<file path="config.mk">
export PLATFORM = sky130hd
export DESIGN_NAME = comm_ctrl
export DESIGN_NICKNAME = d
export VERILOG_FILES = /design/src/rtl/comm_pkg.sv /design/src/rtl/comm_rx_timeout.sv /design/src/rtl/comm_ctrl.sv
export SDC_FILE = /design/constraint.sdc
export NUM_CORES = 1
export LEC_CHECK = 0
export ABC_AREA = 1
export ABC_CLOCK_PERIOD_IN_PS = 3300
export CORE_UTILIZATION = 57
export DETAILED_ROUTE_END_ITERATION = 8
export GPL_TIMING_DRIVEN = 1
export HOLD_SLACK_MARGIN = 0.15
export PLACE_DENSITY_LB_ADDON = 0.2
export SYNTH_ARGS = -nofsm -noshare
export SYNTH_HDL_FRONTEND = slang
export SYNTH_SLANG_ARGS = --single-unit
export TNS_END_PERCENT = 5
</file>
<file path="constraint.sdc">
create_clock -name clk -period 3.3 [get_ports clk]
set_input_delay 0.495 -clock clk [delete_from_list [all_inputs] [get_ports clk]]
set_output_delay 0.495 -clock clk [all_outputs]
set_load 0.02 [all_outputs]
</file>
<file path="src/rtl/comm_pkg.sv">
// Shared constants, opcodes and FSM state type for the console pin-mux command controller.
package comm_pkg;

    localparam logic [2:0] COMM_READ_PIN_MAP      = 3'd0;
    localparam logic [2:0] COMM_WRITE_PIN_MAP     = 3'd1;
    localparam logic [2:0] COMM_READ_ENABLE_MASK  = 3'd2;
    localparam logic [2:0] COMM_WRITE_ENABLE_MASK = 3'd3;

    localparam int unsigned N_OUT     = 16;
    localparam int unsigned N_IN      = 4;
    localparam int unsigned PIN_SEL_W = 2;

    localparam int unsigned PIN_MAP_W       = N_OUT * PIN_SEL_W;
    localparam int unsigned PIN_MAP_LEN     = PIN_MAP_W / 8;
    localparam int unsigned ENABLE_MASK_LEN = N_OUT / 8;

    typedef enum logic [1:0] {
        ST_IDLE,
        ST_RX_PAYLOAD,
        ST_TX_LOAD,
        ST_TX_WAIT
    } comm_state_e;

    // Index of the final byte for the selected register.
    function automatic logic [1:0] last_idx(input logic is_pm);
        return is_pm ? 2'(PIN_MAP_LEN - 1) : 2'(ENABLE_MASK_LEN - 1);
    endfunction

endpackage

</file>
<file path="src/rtl/comm_rx_timeout.sv">
// Inter-byte idle counter for payload reception; expired_c is high while the limit is reached.
module comm_rx_timeout #(
    parameter int unsigned TIMEOUT_CYCLES = 4096
) (
    input  logic clk,
    input  logic rst_n,
    input  logic run,
    input  logic clear,
    output logic expired_c
);
    localparam int unsigned CNT_W = $clog2(TIMEOUT_CYCLES + 1);

    logic [CNT_W-1:0] count;

    always_ff @(posedge clk or negedge rst_n) begin
        if (!rst_n) begin
            count <= '0;
        end else if (!run || clear) begin
            count <= '0;
        end else if (!expired_c) begin
            count <= count + CNT_W'(1);
        end
    end

    assign expired_c = run && (count == CNT_W'(TIMEOUT_CYCLES));

endmodule

</file>
<file path="src/rtl/comm_ctrl.sv">
// Command controller: decodes UART opcodes, commits pin_map / enable_mask, streams responses.
// Optional payload timeout enabled by defining COMM_TIMEOUT_EN.
module comm_ctrl
    import comm_pkg::*;
#(
    parameter int unsigned TIMEOUT_CYCLES = 4096
) (
    input  logic        clk,
    input  logic        rst_n,
    input  logic        rx_ready,
    input  logic [7:0]  rx_data,
    output logic [7:0]  tx_data,
    output logic        tx_start,
    input  logic        tx_done,
    output logic [31:0] pin_map,
    output logic [15:0] enable_mask,
    output logic        busy,
    output logic        err
);
    comm_state_e state;
    logic [1:0]  cnt;
    logic        is_pm;
    logic [23:0] shadow;
    logic [31:0] tx_word;
    logic        expired_c;

`ifdef COMM_TIMEOUT_EN
    comm_rx_timeout #(
        .TIMEOUT_CYCLES(TIMEOUT_CYCLES)
    ) u_rx_timeout (
        .clk       (clk),
        .rst_n     (rst_n),
        .run       (state == ST_RX_PAYLOAD),
        .clear     (rx_ready),
        .expired_c (expired_c)
    );
`else
    assign expired_c = 1'b0;
`endif

    assign tx_word = is_pm ? pin_map : {16'h0000, enable_mask};

    always_ff @(posedge clk or negedge rst_n) begin
        if (!rst_n) begin
            state       <= ST_IDLE;
            cnt         <= '0;
            is_pm       <= 1'b0;
            shadow      <= '0;
            pin_map     <= '0;
            enable_mask <= '0;
            tx_data     <= '0;
            tx_start    <= 1'b0;
            busy        <= 1'b0;
            err         <= 1'b0;
        end else begin
            tx_start <= 1'b0;
            err      <= 1'b0;
            case (state)
                ST_IDLE: begin
                    if (rx_ready) begin
                        cnt <= '0;
                        case (rx_data[2:0])
                            COMM_READ_PIN_MAP: begin
                                is_pm <= 1'b1;
                                state <= ST_TX_LOAD;
                                busy  <= 1'b1;
                            end
                            COMM_WRITE_PIN_MAP: begin
                                is_pm <= 1'b1;
                                state <= ST_RX_PAYLOAD;
                                busy  <= 1'b1;
                            end
                            COMM_READ_ENABLE_MASK: begin
                                is_pm <= 1'b0;
                                state <= ST_TX_LOAD;
                                busy  <= 1'b1;
                            end
                            COMM_WRITE_ENABLE_MASK: begin
                                is_pm <= 1'b0;
                                state <= ST_RX_PAYLOAD;
                                busy  <= 1'b1;
                            end
                            default: err <= 1'b1;
                        endcase
                    end
                end
                // Byte acceptance takes priority over a simultaneous expiry.
                ST_RX_PAYLOAD: begin
                    if (rx_ready) begin
                        if (cnt == last_idx(is_pm)) begin
                            if (is_pm) pin_map <= {rx_data, shadow[23:0]};
                            else       enable_mask <= {rx_data, shadow[7:0]};
                            cnt   <= '0;
                            state <= ST_TX_LOAD;
                        end else begin
                            case (cnt)
                                2'd0:    shadow[7:0]   <= rx_data;
                                2'd1:    shadow[15:8]  <= rx_data;
                                default: shadow[23:16] <= rx_data;
                            endcase
                            cnt <= cnt + 2'd1;
                        end
                    end else if (expired_c) begin
                        err   <= 1'b1;
                        state <= ST_IDLE;
                        busy  <= 1'b0;
                    end
                end
                ST_TX_LOAD: begin
                    tx_data  <= tx_word[{cnt, 3'b000} +: 8];
                    tx_start <= 1'b1;
                    state    <= ST_TX_WAIT;
                end
                // A done coincident with our own start pulse belongs to no byte of ours.
                ST_TX_WAIT: begin
                    if (tx_done && !tx_start) begin
                        if (cnt == last_idx(is_pm)) begin
                            state <= ST_IDLE;
                            busy  <= 1'b0;
                        end else begin
                            cnt   <= cnt + 2'd1;
                            state <= ST_TX_LOAD;
                        end
                    end
                end
                default: begin
                    state <= ST_IDLE;
                    busy  <= 1'b0;
                end
            endcase
        end
    end

endmodule

</file>
==> results.md, run 1 <==
* Post-CTS sizing at 0
* N_diodes at 0
* Hold Slack at 326 ps
* Initial antenna violation count at 0
* GRT Residual Overflow at 0
* Starting Density at 59.1%
* Startpoint class of the critical path: register
* CTS root buffer: clkbuf_8
* RSZ-0062 raised after global routing: no
* Nets at 570
* Routed Antenna Nets at 0
* Worst Max-Slew Pin Slew at 1070 ps
* Most used cell along the critical path: nand2_2
* Non-Filler Instances at 657
* CTS tree: built
* CP delay by family, top: simple AND/OR/NAND/NOR gates
* R2r setup slk at 1050 ps
* Area grow syn2layout at 23.0%
* Core area at 6790 µm²
* 1st-iter DRT viols at 289
* Pwr Density at 1060 nW/µm²
* Combinational fraction of design power at 48.1%
* R2R depth at 6
* Mapped Nets at 506
* WS Path Type: reg -> reg
* Mean post-synth cell area at 8.16 µm²
* F_max at 0.444 GHz
* Status: complete, no violations
* Library cells used by synthesis at 28
* Cells taking the most area after synthesis: dfrtp_1 (55%), nand2_1 (15%), o21ai_0 (6.9%)
* Number of I/O port buffers at 70
* Final period util at 68.2%
* Worst path arrival time at 2500 ps
* CP Data Required Time at 3550 ps
* Die area at 7380 µm²
* Synthesized instance count at 492
* Number of global-route vias before repair at 3243
* DRT Pass-1 Iters at 4
* Post-layout util at 72.7%
* Final Setup Violations at 0
* Post-synth top area share at 54.9%
* Post-DP HPWL at 6730 µm
* Crit path from: is_pm
* Leakage at 2.44 nW
* Crit path max-delay cell type: nand2_2
* Switching Share at 43.4%
* Fillers at 546
* Post-CTS Setup Bufs at 0
* Design Power at 5.23 mW
* Pre-CTS setup slack at 859 ps
* Layout Skew at 9.23 ps
* Worst rel slew slack at 28.5%
* Critical Path End Type: register
* Synthesis Warnings at 0
* CTS Buf Count at 9
* Switching power at 2.27 mW
* Placed instance count at 641
* Seq pwr share at 37.5%
* Die Y at 85.9 µm
* TNS Setup at 0 ps
* Via count at 3440
* Overall routing resource usage at 28.9%
* Clock power share at 14.5%
* Design area at 4940 µm²
* Reg2reg end: pin_map[3]
* CTS Buffer Depth at 2
* Clock sinks at 88
* Largest net degree at the start of global routing at 89
* First-pass GRT wire length at 16000 µm
* Crit-path max cell delay at 550 ps
* # hold bufs at CTS at 0
* Max-Cap Viols at 0
* Io pins at 71
* Setup WS post-layout at 1050 ps
* Cell chain of the critical path: buf_4 -> nand2_2 -> nand3_4 -> nor2_8 -> nand2_2 -> o21ai_0
* Buf/Inv on CP at 1
* CP max FO at 48
* Share of layout cells above drive strength 1 at 6.06%
* Dpl cell area at 4740 µm²
* Worst-skew pair later-pin latency at 360 ps
* Clock-pin transition on the worst setup and hold timing paths at 90 ps
* Max VDD drop at 494 µV
* H-tree depth at 3
* DRC Markers at 0
* Slew Limit Fails at 0
* Cell Area, Synth at 4010 µm²
* Reg2Reg Launch Point: is_pm
* Register area share after synthesis at 54.9%
* Via density at 5.24
* Mean routed wirelength per cell at 14.9 µm
* Worst Hold Class: in -> async
* Period minus WS final at 2250 ps
* Die Wd at 85.9 µm
* Final hold vios at 0
* Routability cong. at 0.825
* Site Rows at 30
* Post-Route WL at 9760 µm
* Number of synthesized register bits at 88
* Top cell type by total area after synthesis: dfrtp_1
* Internal at 2.96 mW
synth_stat cells:
cell type / n
nor2_4: 1
inv_1: 53
buf_6: 3
nand2_1: 158
a21oi_1: 9
clkbuf_1: 4
inv_2: 3
buf_4: 1
nand3b_1: 2
nor4_1: 1
a21o_1: 1
nand3_1: 40
inv_4: 1
nor2_8: 1
nand4_1: 1
o21ai_2: 4
ha_1: 2
nand2_2: 3
clkinv_1: 3
clkbuf_2: 1
o21bai_1: 2
nor3_1: 8
nor2_1: 31
o21ai_1: 3
buf_2: 12
dfrtp_1: 88
o21ai_0: 55
nand3_4: 1
routing by layer:
layer / vias up / routed length, µm / global-route usage (%) / part of all wire, %
met5: - / 0 / 0 / 0
met3: 23 / 410 / 4.14 / 4.2
met1: 1643 / 4420 / 40.6 / 45
li1: 1672 / - / - / -
met4: 0 / 269 / 13.5 / 2.8
met2: 102 / 4660 / 44.7 / 48
how the worst max path moves through the flow:
| stage | slack (ps) | cells past startpoint | endpoint |
|---|---|---|---|
| finish | 1050 | 6 | pin_map[3] |
| floorplan | 1340 | 9 | shadow[22] |
| detailed placement | 860 | 6 | pin_map[3] |
| global route | 880 | 6 | pin_map[26] |
| global placement | 960 | 7 | pin_map[0] |
| CTS | 1080 | 6 | pin_map[3] |
worst register-to-register path: cells and delay by family (launching register included):
family / cells / cell delay (ps)
and+or+nand+nor: 4 / 1080
buffers and inverters: 1 / 230
AOI/OAI and AO/OA: 1 / 420
DFF: 1 / 420
area by class of cell:
| class | instances | area [µm²] | share of cell area, % |
|---|---|---|---|
| inverter | 60 | 228 | 4.61 |
| sequential | 88 | 2200 | 44.6 |
| clock inverter | 5 | 56.3 | 1.14 |
| clock buffer | 11 | 141 | 2.86 |
| multi-input combinational | 323 | 1460 | 29.6 |
| tap | 96 | 120 | 2.43 |
| timing repair buffer | 74 | 728 | 14.7 |
sequential cells by signal, indices dropped and copies added (netlist names):
signal / cells
tx_start: 1
state: 2
pin_map: 32
err: 1
tx_data: 8
shadow: 24
is_pm: 1
cnt: 2
busy: 1
enable_mask: 16
placed cells by master (no fill, tap or decap), drive strengths merged:
cell type      synthesis  routed
clkinv                 3       6
nor2                  33      33
nand3b                 2       2
dfrtp                 88      88
buf                   16       5
a21o                   1       1
clkbuf                 5      11
nor3                   8       8
nand2                161     161
ha                     2       2
clkdlybuf4s50          0      69
o21bai                 2       2
bufinv                 0       1
nand4                  1       1
clkinvlp               0       1
a21oi                  9       9
nor4                   1       1
inv                   57      57
o21ai                 62      62
nand3                 41      41
power groups by stage:
stage | Clock, mW | Sequential, mW | Combinational (mW)
detailed placement | 0 | 1.97 | 2.51
global route | 0.806 | 2.03 | 2.75
global placement | 0 | 1.96 | 2.43
finish | 0.757 | 1.96 | 2.52
CTS | 0.757 | 1.96 | 2.52
floorplan | 0 | 2.24 | 1.18
kinds of logic after synthesis:
kind of cell    share of synthesized area [%]
simple gates                             26.0
flops                                    54.9
buf+inv                                  8.70
compound gates                           9.79
fa+ha+maj                               0.623
Note: power is estimated with default switching activity, not from simulation.
==> inputs of run 2 (changes only) <==
ABC_CLOCK_PERIOD_IN_PS = 2200   (was 3300)
CORE_UTILIZATION = 53   (was 57)
clock period = 2.2 ns   (was 3.3 ns; I/O delays follow)
==> results.md, run 2 (synthesis gave the netlist of run 1 again) <==
* Share of layout cells above drive strength 1 at 7.07% (was 6.06%)
* WS Path Type: reg -> reg (unchanged)
* Reg2Reg Launch Point: is_pm (unchanged)
* Initial antenna violation count at 0 (unchanged)
* CTS tree: built (unchanged)
* Starting Density at 55.0% (was 59.1%)
* Worst Max-Slew Pin Slew at 604 ps (was 1070 ps)
* Site Rows at 31 (was 30)
* CP max FO at 32 (was 48)
* Reg with most FFs: pin_map (unchanged)
* First-pass GRT wire length at 16400 µm (was 16000 µm)
* Largest register FFs at 32 (unchanged)
* Placed instance count at 648 (was 641)
* Post-DP HPWL at 7170 µm (was 6730 µm)
* Via count at 3549 (was 3440)
* DRC Markers at 0 (unchanged)
* 1st-iter DRT viols at 225 (was 289)
* Clock-pin transition on the worst setup and hold timing paths at 80 ps (was 90 ps)
* Max VDD drop at 767 µV (was 494 µV)
* Multi-input logic area at 1470 µm² (was 1460 µm²)
* Die area at 7930 µm² (was 7380 µm²)
* Number of I/O port buffers at 70 (unchanged)
* Routed Antenna Nets at 0 (unchanged)
* Nets at 575 (was 570)
* Die Wd at 89.0 µm (was 85.9 µm)
* RSZ-0062 raised after global routing: no (unchanged)
* CTS root buffer: clkbuf_8 (unchanged)
* Non-Filler Instances at 665 (was 657)
* Area grow syn2layout at 25.4% (was 23.0%)
* Post-CTS Setup Bufs at 0 (unchanged)
* Mean routed wirelength per cell at 15.2 µm (was 14.9 µm)
* Max-Cap Viols at 0 (unchanged)
* Seq pwr share at 37.0% (was 37.5%)
* Period minus WS final at 1970 ps (was 2250 ps)
* Largest net degree at the start of global routing at 52 (was 89)
* DRT Pass-1 Iters at 5 (was 4)
* Pwr Density at 1590 nW/µm² (was 1060 nW/µm²)
* Switching Share at 42.4% (was 43.4%)
* Overall routing resource usage at 27.9% (was 28.9%)
* Layout Skew at 7.09 ps (was 9.23 ps)
* R2R depth at 7 (was 6)
* Worst rel slew slack at 59.6% (was 28.5%)
* CTS Buf Count at 9 (unchanged)
* Via density at 5.34 (was 5.24)
* CTS Buffer Depth at 2 (unchanged)
* Switching power at 3.40 mW (was 2.27 mW)
* Worst Hold Class: in -> async (unchanged)
* Die Y at 89.0 µm (was 85.9 µm)
* Critical Path End Type: register (unchanged)
* Final Setup Violations at 0 (unchanged)
* Number of global-route vias before repair at 3320 (was 3243)
* F_max at 0.508 GHz (was 0.444 GHz)
* Routability cong. at 0.882 (was 0.825)
* CP Data Required Time at 2410 ps (was 3550 ps)
* Status: complete, no violations (unchanged)
* Io pins at 71 (unchanged)
* Commonest non-fill, non-tap cell in the layout: nand2_1 (unchanged)
* Startpoint class of the critical path: register (unchanged)
* Worst-skew pair later-pin latency at 340 ps (was 360 ps)
* Largest regs: pin_map (32), shadow (24), enable_mask (16) (unchanged)
* Core area at 7290 µm² (was 6790 µm²)
* H-tree depth at 3 (unchanged)
* Clock sinks at 88 (unchanged)
* Reg area at 2200 µm² (unchanged)
* Worst path arrival time at 2180 ps (was 2500 ps)
* GRT Residual Overflow at 0 (unchanged)
* Reg2reg end: enable_mask[4] (was pin_map[3])
* Final hold vios at 0 (unchanged)
* Clock power share at 15.8% (was 14.5%)
* TNS Setup at 0 ps (unchanged)
* Combinational fraction of design power at 47.2% (was 48.1%)
* Leakage at 2.49 nW (was 2.44 nW)
* N_diodes at 0 (unchanged)
* Leading cell types in the layout, fill and taps excluded: nand2_1 (158), dfrtp_1 (88), clkdlybuf4s50_1 (69), o21ai_0 (55), inv_1 (53) (unchanged)
* R2r setup slk at 230 ps (was 1050 ps)
* Fillers at 606 (was 546)
* Slew Limit Fails at 0 (unchanged)
* Internal at 4.61 mW (was 2.96 mW)
* Final period util at 89.5% (was 68.2%)
* Post-Route WL at 10100 µm (was 9760 µm)
-- run 2: metal layers --
metal  vias to the layer above  wire (µm)  track usage [%]
li1                       1683          -                -
met1                      1706       4480             39.1
met2                       146       4840             43.5
met3                        14        642             5.63
met4                         0        157             9.96
met5                         -          0                0
-- run 2: metrics by stage --
step / power, mW / area, µm² / utilization, % / hold WS, ps / worst slack (ps)
CTS: 8.02 / 5030 / 68.9 / 495 / 173
finish: 8.01 / 5030 / 69.0 / 490 / 230
global placement: 6.63 / 4790 / 65.6 / 324 / 291
detailed placement: 6.74 / 4790 / 65.6 / 327 / 154
floorplan: 5.13 / 4010 / - / 34.4 / 236
global route: 8.58 / 5030 / 69.0 / 520 / 0.232
-- run 2: layout make-up --
cell class,instances,share of cell area (%)
repair buffers,79,15.5
clock buffers,11,3.01
inverters,60,4.53
flip-flops and latches,88,43.8
well taps,99,2.46
multi-input cells,323,29.2
clock inverters,5,1.57
-- run 2: worst max path at each step --
stage / depth (start not counted) / startpoint / slack [ps] / end
after detailed placement: 5 / rx_ready / 150 / shadow[21]
final: 7 / is_pm / 230 / enable_mask[4]
after global routing: 7 / is_pm / 0.2 / enable_mask[14]
after CTS: 5 / cnt[0] / 170 / shadow[19]
after global placement: 6 / rx_ready / 290 / shadow[21]
after floorplan: 9 / cnt[0] / 240 / shadow[22]
-- run 2: critical path: stages, from the launching register on --
cell and delay [ps]:
dfrtp_1 590, inv_4 50, nand2_1 130, nand3_4 150
nor2_8 290, nand2_2 380, nand2_1 160, o21ai_0 90
-- run 2: what timing repair did --
| item | CTS | global route |
|---|---|---|
| hold endpoints to repair | 37 | 0 |
| resized for setup | 0 | 1 |
| endpoints found under the setup margin | 0 | 8 |
| hold buffers | 1 | 0 |
-- run 2: power by group through the flow --
stage / Sequential [mW] / Clock [mW] / Combinational (mW)
finish: 2.96 / 1.26 / 3.78
global route: 3.06 / 1.34 / 4.18
CTS: 2.96 / 1.27 / 3.79
detailed placement: 2.99 / 0 / 3.76
global placement: 2.97 / 0 / 3.66
floorplan: 3.36 / 0 / 1.77
